[src/rtl/serial_add_pkg.sv]
// Shared definitions for the bit-serial adder controller: FSM state encodings
// and the bit-counter width helper.
package serial_add_pkg;

  // FSM state encodings (plain constants for legacy tools)
  localparam logic [1:0] ST_IDLE = 2'd0;
  localparam logic [1:0] ST_RUN  = 2'd1;
  localparam logic [1:0] ST_DONE = 2'd2;

  // Counter must hold 0..W without wrapping; one spare bit over clog2(W)
  function automatic int unsigned cnt_width(input int unsigned w);
    return $clog2(w) + 1;
  endfunction

endpackage

[src/rtl/serial_fa_bit.sv]
// Combinational 1-bit full adder built from two half-adder stages and an OR.
// This is the only arithmetic in the serial adder; it is reused every cycle.
module serial_fa_bit (
  input  logic a,
  input  logic b,
  input  logic c,
  output logic s,
  output logic co
);

  logic p1;
  logic g1;
  logic g2;

  // Half adder 1 on the operand bits, half adder 2 folds in the carry
  always_comb begin
    p1 = a ^ b;
    g1 = a & b;
    s  = p1 ^ c;
    g2 = p1 & c;
    co = g1 | g2;
  end

endmodule

[src/rtl/serial_add_ctrl.sv]
// Bit-serial adder controller. Adds two W-bit operands LSB first through a
// single full-adder cell, one bit per clock, with valid/ready handshakes on
// both sides. Optional subtract mode is enabled by defining SERIAL_ADD_SUB_EN,
// which adds a Sub input: B is stored inverted and the carry seeds to 1.
module serial_add_ctrl
  import serial_add_pkg::*;
#(
  parameter int unsigned W = 8
) (
  input  logic         clk,
  input  logic         rst_n,
  input  logic         in_valid,
  output logic         in_ready,
  input  logic [W-1:0] A,
  input  logic [W-1:0] B,
  input  logic         Cin,
`ifdef SERIAL_ADD_SUB_EN
  input  logic         Sub,
`endif
  output logic         out_valid,
  input  logic         out_ready,
  output logic [W-1:0] Sum,
  output logic         Cout
);

  localparam int unsigned CntW = cnt_width(W);
  localparam logic [CntW-1:0] LastCnt = CntW'(W - 1);

  logic [1:0]      state_q, state_d;
  logic [W-1:0]    a_q, a_d;
  logic [W-1:0]    b_q, b_d;
  logic            c_q, c_d;
  logic [W-1:0]    sum_q, sum_d;
  logic            cout_q, cout_d;
  logic [CntW-1:0] cnt_q, cnt_d;

  logic fa_s;
  logic fa_co;

  // Shared full-adder datapath, fed from the operand LSBs and the carry flop
  serial_fa_bit u_fa (
    .a  (a_q[0]),
    .b  (b_q[0]),
    .c  (c_q),
    .s  (fa_s),
    .co (fa_co)
  );

  // Handshakes decode from registered state only
  always_comb begin
    in_ready  = (state_q == ST_IDLE);
    out_valid = (state_q == ST_DONE);
    Sum       = sum_q;
    Cout      = cout_q;
  end

  // Next-state and datapath update
  always_comb begin
    state_d = state_q;
    a_d     = a_q;
    b_d     = b_q;
    c_d     = c_q;
    sum_d   = sum_q;
    cout_d  = cout_q;
    cnt_d   = cnt_q;

    case (state_q)
      ST_IDLE: begin
        if (in_valid) begin
          a_d     = A;
          b_d     = B;
          c_d     = Cin;
`ifdef SERIAL_ADD_SUB_EN
          // Two's-complement subtract: A + ~B + 1
          if (Sub) begin
            b_d = ~B;
            c_d = 1'b1;
          end
`endif
          cnt_d   = '0;
          state_d = ST_RUN;
        end
      end

      ST_RUN: begin
        a_d   = a_q >> 1;
        b_d   = b_q >> 1;
        c_d   = fa_co;
        // Enter at MSB so the first (LSB) result bit lands at bit 0 after W shifts
        sum_d = {fa_s, sum_q[W-1:1]};
        cnt_d = cnt_q + 1'b1;
        if (cnt_q == LastCnt) begin
          cout_d  = fa_co;
          state_d = ST_DONE;
        end
      end

      ST_DONE: begin
        if (out_ready) begin
          state_d = ST_IDLE;
        end
      end

      default: begin
        state_d = ST_IDLE;
      end
    endcase
  end

  // State registers with synchronous active-low reset
  always_ff @(posedge clk) begin
    if (!rst_n) begin
      state_q <= ST_IDLE;
      a_q     <= '0;
      b_q     <= '0;
      c_q     <= 1'b0;
      sum_q   <= '0;
      cout_q  <= 1'b0;
      cnt_q   <= '0;
    end else begin
      state_q <= state_d;
      a_q     <= a_d;
      b_q     <= b_d;
      c_q     <= c_d;
      sum_q   <= sum_d;
      cout_q  <= cout_d;
      cnt_q   <= cnt_d;
    end
  end

endmodule

[config.mk]
export PLATFORM = sky130hd
export DESIGN_NAME = serial_add_ctrl
export DESIGN_NICKNAME = d
export VERILOG_FILES = /design/src/rtl/serial_add_pkg.sv /design/src/rtl/serial_fa_bit.sv /design/src/rtl/serial_add_ctrl.sv
export SDC_FILE = /design/constraint.sdc
export NUM_CORES = 1
export LEC_CHECK = 0
export ABC_CLOCK_PERIOD_IN_PS = 1900
export BUFFER_PORTS_ARGS = -buffer_cell sky130_fd_sc_hd__buf_2
export CAP_MARGIN = 20
export CORE_MARGIN = 10
export CORE_UTILIZATION = 51
export DETAILED_ROUTE_END_ITERATION = 6
export MAX_ROUTING_LAYER = met4
export PLACE_DENSITY = 0.76
export SLEW_MARGIN = 20
export SYNTH_ARGS = -nofsm -noshare
export SYNTH_HDL_FRONTEND = slang
export SYNTH_SLANG_ARGS = --single-unit
[constraint.sdc]
create_clock -name clk -period 1.9 [get_ports clk]
set_clock_uncertainty 0.15 [all_clocks]
set_input_delay 0.095 -clock clk [delete_from_list [all_inputs] [get_ports clk]]
set_output_delay 0.095 -clock clk [all_outputs]
set_load 0.05 [all_outputs]
======== Yosys cells after proc, flatten, opt, wreduce, memory -nomap -nowiden ========
Index checks and enable logic that the tools add are counted.
Widths: inputs -> output; s select.
storage, ports and cells
  output and inout bits ................... 11
  bits in registers ....................... 32
cells by class
  eq/ne operators ......................... 6
  mux-type cells .......................... 12
  bitwise logic cells ..................... 5
  $add $sub $neg .......................... 1
  reduce and logical (&&, ||, !) cells .... 5
operators with widths
  operator             count
  $pmux 8 s2           2
  $mux 8               2
  $pmux 4 s2           1
  $mux 2               3
  $pmux 2 s3           1
  $add 4x1->4 const B  1
  $eq 4x3->1 const B   1
  $mux 4               1
  $ne 2x2->1 const B   2
  $reduce_and 2->1     2
  $reduce_and 3->1     1
  $and 1x1->1          2
  $eq 2x1->1 const B   1
  $eq 2x2->1 const B   1
  $logic_not 2->1      1
  $ne 2x1->1 const B   1
  $pmux 1 s2           1
  $reduce_bool 2->1    1
  $xor 1x1->1          2
  $mux 1               1
  $or 1x1->1           1

======== Logic depth before layout (Yosys ltp) ========
  depth after elaboration ................. 4
  gate-level depth with buffers ........... 5
  gate-level depth less buffers ........... 4

======== Hierarchy ========
A second synthesis with hierarchy kept.
second synthesis, totals
  cells, all modules ...................... 161
  area total of the unflattened synthesis .. 1351.3 um2
by module, submodules not included
  module           instances  area an instance (um2)  seq. area each (um2)  cells each
  serial_add_ctrl  1          1331.3                  640.6                 160
  serial_fa_bit    1          20.0                    0.0                   1

======== Worst setup path after synthesis ========
OpenSTA, ideal clock, no wires.
  kind .................................... flip-flop to output port
  from .................................... register state_q[1]
  to ...................................... output out_valid
  path buffers ............................ 1
  path slack .............................. 0.187 ns
  arrival time ............................ 1.468 ns
  cell stages (with the launch flop) ...... 4
  required time ........................... 1.655 ns
  cell sequence ........................... dfxtp_1 -> clkinv_1 -> clkbuf_1 -> nor2_1
on the way
  longest elaborated chain between the ends .. 1
ends and longest elaborated chain
  element                 line                    text
  start, declared         serial_add_ctrl.sv:29   logic [1:0] state_q, state_d;
  start signal, assigned  serial_add_ctrl.sv:121  state_q <= state_d;
  $eq 2x2->1              serial_add_ctrl.sv:52   out_valid = (state_q == ST_DONE);
  end, declared           serial_add_ctrl.sv:20   output logic out_valid,
Every way passes these cells.

======== Final worst setup path ========
Same ends and word-level chain as after synthesis.

==> impl_metrics.env <==
export IMPL_wirelength_um=3540
export IMPL_grt_max_degree=20
export IMPL_drt_first_iter_violations=100
export IMPL_status="finished clean"
export IMPL_place_congestion=0.802
export IMPL_wire_per_inst_um=14.9
export IMPL_p_clk_frac=0.315
export IMPL_hold_path_class="primary input to flop"
export IMPL_max_clock_freq_mhz=546
export IMPL_synth_top_cell_area_share=0.477
export IMPL_fillCellCount=212
export IMPL_drive_gt1_frac=0.214
export IMPL_critPathKind="flop to output port"
export IMPL_cts_tree="built"
export IMPL_whs_ns=0.0174
export IMPL_crit_chain="clkinv_1, nor2_1, buf_2"
export IMPL_grt_usage=0.145
export IMPL_path_buf_inv=2
export IMPL_vdd_ir_drop_max_mv=0.755
export IMPL_synth_edf_count=0
export IMPL_start_util=0.538
export IMPL_rows=18
export IMPL_grt_first_pass_wirelength_um=6040
export IMPL_hold_viol=0
export IMPL_cts_setup_buffers=0
export IMPL_firstDrtPassIters=5
export IMPL_postSynthAreaPerCell_um2=8.45
export IMPL_synth_top_cell_by_area="dfxtp_1"
export IMPL_worstPathMaxFanout=11
export IMPL_cts_max_path_buffers=2
export IMPL_ant_nets=0
export IMPL_die_width_um=71.3
export IMPL_clkSinkCount=32
export IMPL_crit_arrival_ns=1.59
export IMPL_h_tree_depth=2
export IMPL_grt_pass1_vias=1351
export IMPL_intPower_w=0.00101
export IMPL_nets=229
export IMPL_worst_path_dominant_cell_family="buffers and inverters"
export IMPL_ys_warn_count=0
export IMPL_port_buffers=31
export IMPL_crit_path_end_kind="output port"
export IMPL_postSynthCellCount=159
export IMPL_area_growth_pct=29.3
export IMPL_required_ns=1.65
export IMPL_ys_types=30
export IMPL_ys_ff_latch=32
export IMPL_grt_overflow=0
export IMPL_clk_latency_ns=0.33
export IMPL_p_sw_w=0.000359
export IMPL_grt_antenna_before_repair=1
export IMPL_die_height_um=71.3
export IMPL_worst_slew_pin_slew_ns=0.467
export IMPL_clkTransAtPathRegs_ns=0.09
export IMPL_ys_seq_area_frac=0.477
export IMPL_combPwrFrac=0.146
export IMPL_finalSetupViolCount=0
export IMPL_synth_area_um2=1340
export IMPL_via_per_inst=5.59
export IMPL_drc=0
export IMPL_critPathMaxStageDelay_ns=0.46
export IMPL_p_leak_nw=0.712
export IMPL_critPathLaunchType="flop"
export IMPL_hpwl_um=2340
export IMPL_synth_nets=182
export IMPL_final_max_slew_viol_count=0
export IMPL_layout_cells_non_filler=237
export IMPL_dp_cells=213
export IMPL_period_share=0.964
export IMPL_post_cts_resized=0
export IMPL_post_route_min_period_ns=1.83
export IMPL_cts_buffers=5
export IMPL_core_area_um2=2500
export IMPL_synth_area_top_cells="dfxtp_1, a21oi_1, nand2_1"
export IMPL_cap_violations=0
export IMPL_swShare=0.262
export IMPL_vias=1326
export IMPL_synth_flop_cell="dfxtp_1"
export IMPL_slew_headroom=0.689
export IMPL_ys_async_sr_fraction=0
export IMPL_io_pins=32
export IMPL_p_per_area_nw_per_um2=787
export IMPL_dieArea_um2=5090
export IMPL_seqPwrFrac=0.539
export IMPL_cts_root_buffer="clkbuf_4"
export IMPL_worst_path_max_delay_cell="dfxtp_1"
cell usage in the layout (no fill, tap or decap), types with 2 or more instances in the layout:
cell           count
nand2b_1           2
dlygate4sd3_1     16
a32oi_1            2
clkbuf_4           5
dfxtp_1           32
mux2i_1            2
buf_4              4
clkbuf_8           2
a21oi_1           24
buf_2             31
o21ai_0           15
nand2_1           22
o2bb2ai_1          9
nor3_1             2
o22ai_1            6
inv_1              2
nand3_1            2
nor2_1            15
final timing paths:
kind | startpoint | end | slack [ns] | cells after the start
setup / recovery | state_q[1] | out_valid | 0.07 | 3
hold / removal | A[5] | a_q[5] | 0.02 | 4
setup reg to reg | state_q[0] | b_q[1] | 0.32 | 3
hold reg to reg | Sum[0] | Sum[0] | 0.32 | 2
synthesized netlist by cell type (all sizes together) (2+ instances only):
master and count:
nand3 2, nor2 15, o2bb2ai 9, o21ai 15, clkbuf 3, nor3 2, dfxtp 32, buf 8
inv 2, o22ai 6, mux2i 2, a21oi 24, nand2 22, a32oi 2, nand2b 2
routing by layer:
metal	vias up	part of all wire	wire length [um]	GRT usage
met3	6	0.074	260	0.0592
met2	56	0.51	1790	0.231
met4	0	0.0082	29	0.0495
met5	-	0	0	-
met1	606	0.41	1460	0.159
li1	658	-	-	-
sequential cells by signal, summed over array words and instances, names as in the netlist:
register and flops:
Cout 1, cnt_q 4, Sum 8, b_q 8, a_q 8, c_q 1
state_q 2
kinds of logic (layout without fill, tap and decap cells):
kind of cell               Yosys count  count (layout)  share of synthesized area
and+or+nand+nor                     47              47                      0.150
muxes                                2               2                     0.0149
AOI/OAI and AO/OA                   62              62                      0.284
other                                0               1                          0
DFF                                 32              32                      0.477
adders and majority gates            2               2                     0.0242
buffers and inverters               14              61                     0.0503
stage by stage:
stage	util	cell area [um2]	setup slack [ns]	power (W)	TNS [ns]
after global routing	0.695	1740	-0.00774	0.00143	-0.00774
after global placement	0.604	1510	0.461	0.000913	0
final	0.695	1740	0.0689	0.00137	0
after CTS	0.694	1740	0.0929	0.00137	0
after detailed placement	0.604	1510	0.405	0.000921	0
after floorplan	-	1340	0.187	0.000869	0
power groups by stage:
stage	logic, W	registers, W	clock network, W
finish	0.000199	0.000737	0.000431
detailed placement	0.000171	0.000751	0
floorplan	0.000117	0.000752	0
global route	0.000222	0.000742	0.000469
global placement	0.000165	0.000749	0
CTS	0.000196	0.000736	0.000438
final cells by class:
class | count | area [um2] | share of cell area
multi-input combinational | 113 | 636 | 0.366
timing repair buffer | 51 | 345 | 0.199
clock buffer | 7 | 65.1 | 0.0374
antenna | 1 | 2.50 | 0.00144
inverter | 3 | 11.3 | 0.00648
sequential | 32 | 641 | 0.369
tap | 30 | 37.5 | 0.0216
worst register-to-register path, stage by stage (launching register included):
cell and delay (ns):
dfxtp_1 0.60, inv_1 0.35, o22ai_1 0.27, a21oi_1 0.11
what timing repair did:
action,4_1_cts,5_1_grt
hold endpoints to repair,19,0
setup endpoints to repair,0,0
hold buffers,16,0
No activity file was read; power rests on OpenSTA's default activity.
